<file path="src/rtl/furv_bus_arbiter.sv">
// Round-robin arbiter sharing one single-port memory bus between the fetch
// requester (m0) and the load/store requester (m1), with a stuck-transfer watchdog.
module furv_bus_arbiter #(
    parameter int ADDR_WIDTH = 30,
    parameter int DATA_WIDTH = 32,
    parameter int TIMEOUT    = 255
) (
    input  logic                    clk,
    input  logic                    rst,
    input  logic                    m0_req,
    input  logic [ADDR_WIDTH-1:0]   m0_addr,
    output logic [DATA_WIDTH-1:0]   m0_rdata,
    output logic                    m0_ack,
    output logic                    m0_err,
    input  logic                    m1_req,
    input  logic                    m1_we,
    input  logic [ADDR_WIDTH-1:0]   m1_addr,
    input  logic [DATA_WIDTH/8-1:0] m1_sel,
    input  logic [DATA_WIDTH-1:0]   m1_wdata,
    output logic [DATA_WIDTH-1:0]   m1_rdata,
    output logic                    m1_ack,
    output logic                    m1_err,
    output logic                    s_cyc,
    output logic                    s_we,
    output logic [ADDR_WIDTH-1:0]   s_addr,
    output logic [DATA_WIDTH/8-1:0] s_sel,
    output logic [DATA_WIDTH-1:0]   s_wdata,
    input  logic [DATA_WIDTH-1:0]   s_rdata,
    input  logic                    s_ack
);
    localparam int CW = (TIMEOUT < 2) ? 1 : $clog2(TIMEOUT + 1);

    typedef enum logic [1:0] {IDLE, GNT0, GNT1} state_t;

    state_t          state;
    logic            last;
    logic [CW-1:0]   count;
    logic            gnt0, gnt1, granted, cur_req, at_limit, timeout;

    assign gnt0     = (state == GNT0);
    assign gnt1     = (state == GNT1);
    assign granted  = gnt0 | gnt1;
    assign cur_req  = (gnt0 & m0_req) | (gnt1 & m1_req);
    assign at_limit = (TIMEOUT != 0) && (count == CW'(TIMEOUT - 1));
    // A dropped request is an abort, never a timeout, even at the limit.
    assign timeout  = cur_req & ~s_ack & at_limit;

    assign s_cyc    = cur_req;
    assign m0_ack   = gnt0 & s_ack;
    assign m1_ack   = gnt1 & s_ack;
    assign m0_err   = gnt0 & timeout;
    assign m1_err   = gnt1 & timeout;
    assign m0_rdata = s_rdata;
    assign m1_rdata = s_rdata;

    always_comb begin
        s_we    = 1'b0;
        s_addr  = '0;
        s_sel   = '0;
        s_wdata = '0;
        case (state)
            GNT0: begin
                s_addr = m0_addr;
                s_sel  = '1;
            end
            GNT1: begin
                s_we    = m1_we;
                s_addr  = m1_addr;
                s_sel   = m1_sel;
                s_wdata = m1_wdata;
            end
            default: ;
        endcase
    end

    always_ff @(posedge clk) begin
        if (rst) begin
            state <= IDLE;
            last  <= 1'b1;
            count <= '0;
        end else begin
            case (state)
                IDLE: begin
                    count <= '0;
                    // On a tie, the master not served most recently wins.
                    if (m0_req && (!m1_req || last))
                        state <= GNT0;
                    else if (m1_req)
                        state <= GNT1;
                end
                default: begin
                    if (s_ack || timeout) begin
                        state <= IDLE;
                        last  <= gnt1;
                        count <= '0;
                    end else if (!cur_req) begin
                        state <= IDLE;
                        count <= '0;
                    end else if (count != '1) begin
                        count <= count + CW'(1);
                    end
                end
            endcase
        end
    end
endmodule

</file>
<file path="config.mk">
export PLATFORM = sky130hd
export DESIGN_NAME = furv_bus_arbiter
export DESIGN_NICKNAME = d
export VERILOG_FILES = /design/src/rtl/furv_bus_arbiter.sv
export SDC_FILE = /design/constraint.sdc
export NUM_CORES = 1
export LEC_CHECK = 0
export BUFFER_PORTS_ARGS = -buffer_cell sky130_fd_sc_hd__buf_4
export CAP_MARGIN = 10
export CELL_PAD_IN_SITES_DETAIL_PLACEMENT = 1
export CELL_PAD_IN_SITES_GLOBAL_PLACEMENT = 2
export CORE_UTILIZATION = 13
export DETAILED_ROUTE_END_ITERATION = 6
export GPL_TIMING_DRIVEN = 0
export PLACE_DENSITY = 0.8
export SLEW_MARGIN = 15
export SYNTH_ARGS = -nofsm -noshare
export SYNTH_HDL_FRONTEND = slang
export SYNTH_SLANG_ARGS = --single-unit
</file>
<file path="constraint.sdc">
create_clock -name clk -period 1.9 [get_ports clk]
set_input_delay 0.38 -clock clk [delete_from_list [all_inputs] [get_ports clk]]
set_output_delay 0.38 -clock clk [all_outputs]
set_load 0.1 [all_outputs]
</file>
==> run metrics <==
VDD IR max=264 uV; Critical Path RT=~1.5 ns; initial drt markers=64; P&R area growth vs syn=204%; Final Setup Violations=between 60 and 70; vias in the first global route=2,913; RSZ-0062 raised after global routing=yes; leakage=2.48 nW; Post-Synthesis Cells=between 200 and 300; DR vias=between 2,000 and 3,000; CP max stage cell=dfxtp_4; Power per Cell Area=522 nW/um2; grt total ovfl=0; clock latency on the worst-skew pair=around 0.24 ns; post-route ant nets=0; largest net degree at the start of global routing=11; Post-synth EDFFs=0; max-cap violation count=0; Mapped Avg Cell Area=7.31 um2; Clock Skew=around 0.0014 ns; Sw Pwr=1.57 mW; fin area=between 5000 and 6000 um2; CTS sink count=11; Reg power frac=8.2%; antenna violations before repair=0; DP HPWL=7890 um; DR WL/cell=15.3 um; CTS tree=yes; DRC=0; status=complete, but fails checks; post-synthesis cell area=1890 um2; Sum Neg Setup Slack=-4.29 ns; first-pass GRT wire length=14,900 um; CP Launch Type=flip-flop; most frequent CP cell=buf_12; Root Driver=clkbuf_16; Final period util=107%; port bufs=237; total power=~3 mW; die width=122 um; Worst Tran Pin Value=0.386 ns; failing checks=setup timing; GR peak layer=met2; Cell Rows=43; combinational power share=78.9%; CP arrival=1.65 ns; setup ws final=-0.132 ns; cell area after placement=4220 um2; placeable core region=14,000 um2; Seq/Total Area, Yosys=11.7%; Die ar.=about 15,000 um2; placed cell count=675; Final Non-Filler Cells=692; reg-to-reg slack, setup=0.16 ns; Crit Path Category=reg -> out; Starting Density=13.4%; largest fanout on the critical path=8; M1 GR Usage=12.5%; layout cells sized above 1=89.5%; Hold Buf Count CTS=0; Final Util=between 40% and 50%; Top FF cell, synth=dfxtp_1; Async S/R FF share, synth=0%; Setup crit end kind=primary output; Die Height=122 um; met3 Use GR=between 2 and 2.5%; synthesized flop and latch total=11; H-tree levels=1; Net Sw Frac=52.4%; clock power share=12.9%; clk buf depth=2; IO Count=270; RD Place Congestion=0.750; Final Critical Period=2.03 ns; M2 GR Usage=26.5%; syn_nets=397; Pins Over Slew Limit=0; Tot GR Track Use=12.7%; Clk pin slew, worst setup/hold paths=0.04 ns; Yosys warning total=0; Internal=1.43 mW; cell taking the most area after synthesis=buf_4; Nets=about 650; FMAX=0.492 GHz; Via density=3.95; CP Cell Sequence=buf_6 -> ha_4 -> buf_12 -> clkbuf_16 -> a22oi_2 -> nor2b_4 -> buf_12; Final Hold Violating Endpoints=0; min-delay worst type=in -> reg; top cell type's share of synthesized area=25.5%; post-synthesis cell type count=30; Detailed Routing Iterations Pass 1=3; slowest cell delay on critical path=0.35 ns; synth top area cells=buf_4 (25%), a22oi_1 (13%), dfxtp_1 (12%); slew margin rel.=roughly three quarters; Total Wirelength=between 10,000 and 15,000 um; n_diodes=0; CTS Buf Count=3
==> metal layers <==
metal	vias to the layer above	routed length [um]
li1	1306	-
met1	1263	3340
met2	155	6180
met3	8	941
met4	0	128
met5	-	0
==> cells in the mapped netlist (2+ instances only) <==
| library cell | instances |
|---|---|
| buf_4 | 64 |
| and2_1 | 35 |
| nor2b_1 | 34 |
| a22oi_1 | 32 |
| clkbuf_1 | 14 |
| nor2_1 | 13 |
| dfxtp_1 | 11 |
| a21oi_1 | 9 |
| inv_1 | 6 |
| ha_1 | 5 |
| nand2_1 | 4 |
| xnor2_1 | 4 |
| nand3_1 | 3 |
| o21ai_0 | 3 |
| and3_1 | 2 |
| clkbuf_8 | 2 |
| mux2i_1 | 2 |
| nand4_1 | 2 |
| nor3_1 | 2 |
==> worst paths after layout <==
check	from	to	cells after the start
worst max-delay path	state[1]$_SDFFE_PP0P_	s_addr[9]	7
worst min-delay path	rst	state[0]$_SDFFE_PP0P_	2
worst max register to register	state[1]$_SDFFE_PP0P_	count[1]$_SDFFE_PP0P_	9
worst min register to register	count[0]$_SDFFE_PP0P_	count[0]$_SDFFE_PP0P_	2
==> registers in the layout (all words and copies together), names as in the netlist <==
name   cells
state      2
last       1
count      8
==> cell usage in the layout, fill, tap and decap left out, types with 2 or more instances in the layout <==
cell,n
a21oi_1,2
a21oi_2,5
a21oi_4,2
a22oi_2,31
and2_2,15
and2_4,20
and3_4,3
buf_12,73
buf_4,238
buf_6,5
buf_8,2
clkbuf_1,2
clkbuf_16,6
clkbuf_8,8
dfxtp_1,8
dfxtp_4,2
ha_1,2
ha_4,3
inv_1,3
inv_4,2
mux2i_1,2
nand2_1,4
nand3_1,3
nand4_1,2
nor2_1,12
nor2b_4,34
nor3_1,2
o21ai_0,3
xnor2_1,4
==> worst max-delay path, delay by kind of cell (launching register included) <==
family | cells | cell delay (ns)
simple gates | 1 | 0.07
fa+ha+maj | 1 | 0.17
buf+inv | 4 | 0.59
flops | 1 | 0.35
compound gates | 1 | 0.23
==> what timing repair did <==
item / 4_1_cts / 5_1_grt
buffers inserted: 10 / 3
setup endpoints to repair: 72 / 74
resized for setup: 297 / 36
cloned: 2 / 1
pin swaps: 20 / 12
==> stage by stage <==
stage | setup WS (ns) | hold slack (ns)
floorplan | -0.0905 | 0.445
global placement | -0.280 | 0.530
detailed placement | -0.291 | 0.562
CTS | -0.105 | 0.333
global route | -0.190 | 0.340
finish | -0.132 | 0.339
==> cell families (layout without fill, tap and decap cells) <==
family                   Yosys count  in the layout  share of synthesized area (%)
AO/OA/AOI/OAI                     49             49                           19.3
XOR/XNOR                           4              4                           1.86
adder cells (fa/ha/maj)            5              5                           3.32
buffers and inverters             87            341                           31.5
flip-flops                        11             11                           11.7
multiplexers                       2              2                           1.06
AND/OR/NAND/NOR                  100            100                           31.3
==> cell type report <==
| cell class | instances | area, um2 |
|---|---|---|
| timing repair buffer | 252 | 2840 |
| inverter | 6 | 31.3 |
| multi-input combinational | 160 | 1650 |
| tap | 180 | 225 |
| buffer | 79 | 696 |
| clock buffer | 4 | 78.8 |
| fill | 1526 | 8300 |
| sequential | 11 | 229 |
==> power groups by stage <==
stage               Combinational [mW]  Sequential (mW)  Clock (mW)
CTS                               2.33            0.247       0.392
global placement                  1.94            0.248           0
floorplan                         1.51            0.247           0
detailed placement                1.96            0.249           0
global route                      2.45            0.247       0.411
finish                            2.37            0.247       0.387
No activity file was read; power rests on OpenSTA's default activity.
